[src/rtl/coeff_bank_if.sv]
// coeff_bank_if
// Groups the host register port, frame sync, dual-port BRAM ports and the
// coefficient-file shadow port of coeff_bank_ctrl.
//   slave  : controller view (drives busy/err, BRAM addresses, shadow writes)
//   master : environment view (host, BRAM, sync source)
interface coeff_bank_if #(
  parameter int BANK_AW = 5,
  parameter int WIDTH   = 32
);
  logic               host_we;
  logic [BANK_AW-1:0] host_addr;
  logic [WIDTH-1:0]   host_din;
  logic               host_commit;
  logic               host_busy;
  logic               host_err;
  logic               vs_i;
  logic               bram_we_a;
  logic [BANK_AW:0]   bram_addr_a;
  logic [WIDTH-1:0]   bram_din_a;
  logic [BANK_AW:0]   bram_addr_b;
  logic [WIDTH-1:0]   bram_dout_b;
  logic               coeff_we;
  logic [BANK_AW-1:0] coeff_idx;
  logic [15:0]        coeff_data;
  logic               coeff_swap;
  logic               active_bank;
  logic               coeff_valid;

  modport slave (
    input  host_we, host_addr, host_din, host_commit, vs_i, bram_dout_b,
    output host_busy, host_err, bram_we_a, bram_addr_a, bram_din_a,
           bram_addr_b, coeff_we, coeff_idx, coeff_data, coeff_swap,
           active_bank, coeff_valid
  );

  modport master (
    output host_we, host_addr, host_din, host_commit, vs_i, bram_dout_b,
    input  host_busy, host_err, bram_we_a, bram_addr_a, bram_din_a,
           bram_addr_b, coeff_we, coeff_idx, coeff_data, coeff_swap,
           active_bank, coeff_valid
  );
endinterface

[src/rtl/coeff_bank_ctrl.sv]
// coeff_bank_ctrl
// Double-buffered loader for the 5x5 FIR coefficient BRAM. Host writes land in
// the inactive bank through port A; a commit arms a load that starts on the
// next vs_i rising edge, streams the 25 words through port B into the
// coefficient shadow file, and ends with a one-cycle swap pulse.
// Ports:
//   clk  : system clock, rising edge
//   rst  : asynchronous active-high reset
//   bus  : coeff_bank_if.slave (host, sync, BRAM A/B, shadow write port)
//
// state   | meaning
// IDLE    | accepting host writes and commits
// PENDING | commit armed, waiting for a vs_i rising edge
// READ    | issuing port B reads, rd_cnt = word being addressed
// DRAIN   | last read data returning from the BRAM
// SWAP    | coeff_swap asserted, bank flips at the end of this cycle
module coeff_bank_ctrl #(
  parameter int NCOEFF  = 25,
  parameter int BANK_AW = 5,
  parameter int WIDTH   = 32
) (
  input logic         clk,
  input logic         rst,
  coeff_bank_if.slave bus
);

  typedef enum logic [2:0] {IDLE, PENDING, READ, DRAIN, SWAP} state_t;

  localparam logic [BANK_AW-1:0] LAST_IDX = BANK_AW'(NCOEFF - 1);

  state_t             state;
  logic [BANK_AW-1:0] rd_cnt;
  logic               vs_q;
  logic               host_busy;
  logic               host_err;
  logic               bram_we_a;
  logic [BANK_AW:0]   bram_addr_a;
  logic [WIDTH-1:0]   bram_din_a;
  logic [BANK_AW:0]   bram_addr_b;
  logic               coeff_we;
  logic [BANK_AW-1:0] coeff_idx;
  logic               coeff_swap;
  logic               active_bank;
  logic               coeff_valid;

  logic vs_rise;
  logic wr_ok;
  logic unused_dout_hi;

  assign vs_rise = bus.vs_i & ~vs_q;
  assign wr_ok   = bus.host_we & ~host_busy & (bus.host_addr <= LAST_IDX);

  always_ff @(posedge clk or posedge rst) begin
    if (rst) begin
      state       <= IDLE;
      rd_cnt      <= '0;
      vs_q        <= 1'b0;
      host_busy   <= 1'b0;
      host_err    <= 1'b0;
      bram_we_a   <= 1'b0;
      bram_addr_a <= '0;
      bram_din_a  <= '0;
      bram_addr_b <= '0;
      coeff_we    <= 1'b0;
      coeff_idx   <= '0;
      coeff_swap  <= 1'b0;
      active_bank <= 1'b0;
      coeff_valid <= 1'b0;
    end else begin
      vs_q       <= bus.vs_i;
      bram_we_a  <= 1'b0;
      host_err   <= 1'b0;
      coeff_we   <= 1'b0;
      coeff_swap <= 1'b0;

      // Host port A: only the inactive bank is ever written.
      if (wr_ok) begin
        bram_we_a   <= 1'b1;
        bram_addr_a <= {~active_bank, bus.host_addr};
        bram_din_a  <= bus.host_din;
      end
      if ((bus.host_we && !wr_ok) || (bus.host_commit && host_busy))
        host_err <= 1'b1;

      case (state)
        IDLE: begin
          if (bus.host_commit) begin
            state     <= PENDING;
            host_busy <= 1'b1;
          end
        end
        PENDING: begin
          // vs_q already reflects a high vs_i from the commit cycle, so an
          // edge coinciding with the commit never starts the load.
          if (vs_rise) begin
            state       <= READ;
            rd_cnt      <= '0;
            bram_addr_b <= {~active_bank, {BANK_AW{1'b0}}};
          end
        end
        READ: begin
          // Strobe and index trail the address by one cycle to line up with
          // the BRAM read latency.
          coeff_we  <= 1'b1;
          coeff_idx <= rd_cnt;
          if (rd_cnt == LAST_IDX) begin
            state <= DRAIN;
          end else begin
            rd_cnt      <= rd_cnt + 1'b1;
            bram_addr_b <= {~active_bank, rd_cnt + 1'b1};
          end
        end
        DRAIN: begin
          state      <= SWAP;
          coeff_swap <= 1'b1;
        end
        SWAP: begin
          state       <= IDLE;
          rd_cnt      <= '0;
          active_bank <= ~active_bank;
          coeff_valid <= 1'b1;
          host_busy   <= 1'b0;
        end
        default: state <= IDLE;
      endcase
    end
  end

  assign unused_dout_hi = ^bus.bram_dout_b[WIDTH-1:16];

  assign bus.host_busy   = host_busy;
  assign bus.host_err    = host_err;
  assign bus.bram_we_a   = bram_we_a;
  assign bus.bram_addr_a = bram_addr_a;
  assign bus.bram_din_a  = bram_din_a;
  assign bus.bram_addr_b = bram_addr_b;
  assign bus.coeff_we    = coeff_we;
  assign bus.coeff_idx   = coeff_idx;
  assign bus.coeff_data  = bus.bram_dout_b[15:0];
  assign bus.coeff_swap  = coeff_swap;
  assign bus.active_bank = active_bank;
  assign bus.coeff_valid = coeff_valid;

endmodule

[src/flat_wrapper.sv]
// flat-port wrapper written by rule: the top's interface ports become plain ports
module coeff_bank_ctrl_flat 
#(
  parameter int NCOEFF  = 25,
  parameter int BANK_AW = 5,
  parameter int WIDTH   = 32
)
  (clk, rst, bus_host_we, bus_host_addr, bus_host_din, bus_host_commit, bus_vs_i, bus_bram_dout_b, bus_host_busy, bus_host_err, bus_bram_we_a, bus_bram_addr_a, bus_bram_din_a, bus_bram_addr_b, bus_coeff_we, bus_coeff_idx, bus_coeff_data, bus_coeff_swap, bus_active_bank, bus_coeff_valid);
  coeff_bank_if #(.BANK_AW(BANK_AW), .WIDTH(WIDTH)) bus_i ();
  input logic clk;
  input logic rst;
  input wire logic [$bits(bus_i.host_we)-1:0] bus_host_we;
  input wire logic [$bits(bus_i.host_addr)-1:0] bus_host_addr;
  input wire logic [$bits(bus_i.host_din)-1:0] bus_host_din;
  input wire logic [$bits(bus_i.host_commit)-1:0] bus_host_commit;
  input wire logic [$bits(bus_i.vs_i)-1:0] bus_vs_i;
  input wire logic [$bits(bus_i.bram_dout_b)-1:0] bus_bram_dout_b;
  output wire logic [$bits(bus_i.host_busy)-1:0] bus_host_busy;
  output wire logic [$bits(bus_i.host_err)-1:0] bus_host_err;
  output wire logic [$bits(bus_i.bram_we_a)-1:0] bus_bram_we_a;
  output wire logic [$bits(bus_i.bram_addr_a)-1:0] bus_bram_addr_a;
  output wire logic [$bits(bus_i.bram_din_a)-1:0] bus_bram_din_a;
  output wire logic [$bits(bus_i.bram_addr_b)-1:0] bus_bram_addr_b;
  output wire logic [$bits(bus_i.coeff_we)-1:0] bus_coeff_we;
  output wire logic [$bits(bus_i.coeff_idx)-1:0] bus_coeff_idx;
  output wire logic [$bits(bus_i.coeff_data)-1:0] bus_coeff_data;
  output wire logic [$bits(bus_i.coeff_swap)-1:0] bus_coeff_swap;
  output wire logic [$bits(bus_i.active_bank)-1:0] bus_active_bank;
  output wire logic [$bits(bus_i.coeff_valid)-1:0] bus_coeff_valid;
  assign bus_i.host_we = bus_host_we;
  assign bus_i.host_addr = bus_host_addr;
  assign bus_i.host_din = bus_host_din;
  assign bus_i.host_commit = bus_host_commit;
  assign bus_i.vs_i = bus_vs_i;
  assign bus_i.bram_dout_b = bus_bram_dout_b;
  assign bus_host_busy = bus_i.host_busy;
  assign bus_host_err = bus_i.host_err;
  assign bus_bram_we_a = bus_i.bram_we_a;
  assign bus_bram_addr_a = bus_i.bram_addr_a;
  assign bus_bram_din_a = bus_i.bram_din_a;
  assign bus_bram_addr_b = bus_i.bram_addr_b;
  assign bus_coeff_we = bus_i.coeff_we;
  assign bus_coeff_idx = bus_i.coeff_idx;
  assign bus_coeff_data = bus_i.coeff_data;
  assign bus_coeff_swap = bus_i.coeff_swap;
  assign bus_active_bank = bus_i.active_bank;
  assign bus_coeff_valid = bus_i.coeff_valid;
  coeff_bank_ctrl #(.NCOEFF(NCOEFF), .BANK_AW(BANK_AW), .WIDTH(WIDTH)) u_core (.clk(clk), .rst(rst), .bus(bus_i));
endmodule
[config.mk]
export PLATFORM = sky130hd
export DESIGN_NAME = coeff_bank_ctrl_flat
export DESIGN_NICKNAME = d
export VERILOG_FILES = /design/src/rtl/coeff_bank_if.sv /design/src/rtl/coeff_bank_ctrl.sv /design/src/flat_wrapper.sv
export SDC_FILE = /design/constraint.sdc
export NUM_CORES = 1
export LEC_CHECK = 0
export CORE_MARGIN = 1.5
export CORE_UTILIZATION = 36
export CTS_CLUSTER_DIAMETER = 30
export DETAILED_ROUTE_END_ITERATION = 10
export PLACE_DENSITY_LB_ADDON = 0.12
export SLEW_MARGIN = 5
export SYNTH_ARGS = -nofsm -noshare
export SYNTH_HDL_FRONTEND = slang
export SYNTH_SLANG_ARGS = --single-unit
[constraint.sdc]
create_clock -name clk -period 2.55 [get_ports clk]
set_clock_uncertainty 0.15 [all_clocks]
set_input_delay 0.765 -clock clk [delete_from_list [all_inputs] [get_ports clk]]
set_output_delay 0.765 -clock clk [all_outputs]
set_load 0.02 [all_outputs]
==> flow_metrics.py <==
metrics = {
    "synth": {
        "synth_area_sq_um": 2800,
        "synth_xor_area_frac": 0.00938,
        "postSynthAreaPerCell_sq_um": 14.1,
        "syn-num-nets": 274,
        "synth-compound-area-share": 0.0724,
        "synth-seq-cells": 65,
        "synth.distinct_cells": 37,
        "yosys.area_share.adder": 0.00893,
        "yosysWarnings": 0,
        "syn_inst": 198,
        "synth_seq_area_share": 0.581,
        "synthSimpleGateAreaFrac": 0.0563,
        "synth.area.mux_share": 0.180,
        "synth_top_family_by_area": "multiplexers",
    },
    "route": {
        "routed_wl_mm": 5.76,
        "via_per_inst": 4.63,
        "vias": 1815,
        "routedWlPerCell_um": 14.7,
        "drt_iter0_drc": 78,
        "detail-route-antenna-nets": 0,
        "drt_pass1_iterations": 4,
        "drc": 0,
    },
    "die": {
        "core-area_sq_um": 7410,
        "die_x_um": 91.2,
        "num_rows": 31,
        "fp.dieH_um": 91.2,
        "io_pins": 146,
        "die-area_sq_um": 8320,
        "initial_core_util": 0.378,
    },
    "power": {
        "p_leak_nw": 1.70,
        "power_w": 0.00455,
        "irDropWorstVdd_uv": 428,
        "powerDensity_nw_per_um2": 1160,
    },
    "finish": {
        "final-seq-area_sq_um": 1630,
        "multi_input_area_sq_um": 917,
        "nFillCells": 652,
        "area_growth_pct": 40.4,
        "final_cell_mix": "clkdlybuf4s50_1, dfrtp_1, mux2_4",
        "final_nets": 367,
        "antenna_cells": 0,
        "drive_above_1_share": 0.201,
        "final_common_cell": "clkdlybuf4s50_1",
    },
    "critical_path": {
        "worst_setup_path_end_kind": "flip-flop",
        "cp-start-kind": "input port",
        "crit_buf_inv": 2,
        "worst-setup-path-type": "in2reg",
        "rr_worst_depth": 3,
        "crit_slowest_cell": "clkdlybuf4s50_1",
        "r2r_end": "u_core.rd_cnt[4]",
        "startpoint": "bus_host_addr[1]",
        "cp.arrival_ps": 2530,
        "r2r_setup_slack_ps": 580,
        "critPathCapture": "u_core.bus.bram_din_a[16]",
        "path_depth": 5,
        "path_cells": "clkdlybuf4s50_1 -> o311a_1 -> or2_1 -> inv_12 -> mux2_2",
        "cp.required_ps": 2620,
        "max_stage_delay_ps": 420,
        "r2r-start": "u_core.state[2]",
        "cpLargestDelayFamily": "buffers and inverters",
        "crit_fanout": 33,
    },
    "clock_network": {
        "clock_latency_ps": 330,
        "cts_hold_buf": 0,
        "cts_tree": "yes",
        "clockRootBuffer": "clkbuf_8",
        "clock_sink_count": 65,
        "htreeDepth": 3,
        "clockBufferDepth": 2,
        "ctsResizeCount": 0,
        "clk_pin_slew_ps": 60,
        "post_cts_buffers": 0,
        "cts_buffers": 9,
    },
    "timing": {
        "worst_slack_ps": 89.4,
        "fin_crit_ps": 2460,
        "fin_tns_setup_ps": 0,
        "setup_viol": 0,
        "final-hold-violation-count": 0,
        "relSlewSlack": 0.676,
        "fmaxAchievable_mhz": 406,
        "worst_pin_slew_ps": 486,
        "post-route-period-util": 0.965,
        "rsz0062_at_grt": "false",
        "slew_viol_final": 0,
    },
    "run": {
        "cap_violations": 0,
    },
    "global_route": {
        "grt_max_degree": 66,
        "first_global_vias": 1807,
        "grt_use_total": 0.146,
        "antenna_found_initial": 0,
        "grt_overflow_total": 0,
        "grt_pass1_wl_mm": 9.34,
    },
    "placement": {
        "place.gp.congestion": 0.753,
        "port_buffers": 97,
        "place_ws_ps": -257,
        "hpwl_mm": 3.99,
    },
    "status": {
        "outcome": "complete, no violations",
    },
    "min_path": {
        "hp-class": "reg2reg",
    },
}
## how the worst min path moves through the flow
stage,start,end,slack [ps],depth (start not counted)
6_report,u_core.bus.coeff_valid,u_core.bus.coeff_valid,310,1
5_1_grt,u_core.bus.coeff_valid,u_core.bus.coeff_valid,330,1
4_1_cts,u_core.bus.coeff_valid,u_core.bus.coeff_valid,320,1
3_5_place_dp,u_core.bus.coeff_valid,u_core.bus.coeff_valid,310,1
3_3_place_gp,u_core.bus.coeff_valid,u_core.bus.coeff_valid,300,1
2_1_floorplan,u_core.rd_cnt[1],u_core.rd_cnt[1],390,2
## worst reg2reg max path: stages, from the launching register on
cell	delay [ps]
dfrtp_1	480
or3b_1	590
o221ai_1	470
o22ai_1	140
## cell families (layout without fill, tap and decap cells)
family / after synthesis / count (layout)
adders and majority gates: 2 / 2
DFF: 65 / 65
AOI/OAI and AO/OA: 29 / 29
xor gates and xnor gates: 3 / 3
buffers and inverters: 34 / 129
muxes: 36 / 36
and+or+nand+nor: 29 / 29
## power by group
part	switching, W	internal (W)	total [W]
Combinational	0.000929	0.00116	0.00209
Clock	0.000351	0.000417	0.000768
Sequential	0.000252	0.00144	0.00169
Total	0.00153	0.00302	0.00455
## cells in the mapped netlist, drive strengths merged
library cell / count / share of area
a21oi: 4 / 0.0071
a221oi: 1 / 0.0031
a22o: 2 / 0.0063
a2bb2oi: 1 / 0.0054
and4b: 1 / 0.0036
buf: 21 / 0.070
clkbuf: 2 / 0.0027
dfrtp: 65 / 0.58
ha: 2 / 0.0089
inv: 11 / 0.019
mux2: 35 / 0.18
mux2i: 1 / 0.0036
nand2: 10 / 0.013
nand2b: 3 / 0.0067
nand3: 4 / 0.0071
nand4: 1 / 0.0022
nand4b: 1 / 0.0031
nand4bb: 1 / 0.0040
nor2: 4 / 0.0054
o211ai: 1 / 0.0027
o21ai: 10 / 0.018
o221ai: 2 / 0.0063
o22a: 2 / 0.0063
o22ai: 2 / 0.0045
o2bb2ai: 3 / 0.0094
o311a: 1 / 0.0036
or2: 1 / 0.0022
or3: 1 / 0.0022
or3b: 2 / 0.0063
xnor2: 3 / 0.0094
## stage by stage
stage | hold slack, ps | instances | area (sq um) | util
after floorplan | 391 | 198 | 2800 | -
after CTS | 322 | 392 | 3930 | 0.531
after global routing | 333 | 392 | 3930 | 0.531
final | 314 | 392 | 3930 | 0.531
after detailed placement | 305 | 379 | 3760 | 0.508
after global placement | 300 | 379 | 3760 | 0.508
## area by class of cell
class / instances / area share
clock buffers: 13 / 0.0429
inverters: 11 / 0.0137
multi-input cells: 99 / 0.233
flip-flops and latches: 65 / 0.413
well taps: 99 / 0.0315
repair buffers: 105 / 0.265
## registers in the layout (all words and copies together), names as in the netlist
signal and count:
u_core.bus.coeff_valid 1, u_core.bus.coeff_swap 1, u_core.bus.coeff_we 1, u_core.bus.bram_din_a 32
u_core.vs_q 1, u_core.bus.bram_addr_b 6, u_core.bus.coeff_idx 5, u_core.bus.active_bank 1
u_core.rd_cnt 5, u_core.bus.host_err 1, u_core.bus.bram_addr_a 6, u_core.bus.bram_we_a 1
u_core.bus.host_busy 1, u_core.state 3
## metal layers
layer,up-vias,wire length [um],GRT usage
met1,872,2790,0.193
met3,13,321,0.0494
met4,0,103,0.0703
met5,-,0,0
li1,860,-,-
met2,70,2540,0.212
Note: power is estimated with default switching activity, not from simulation.
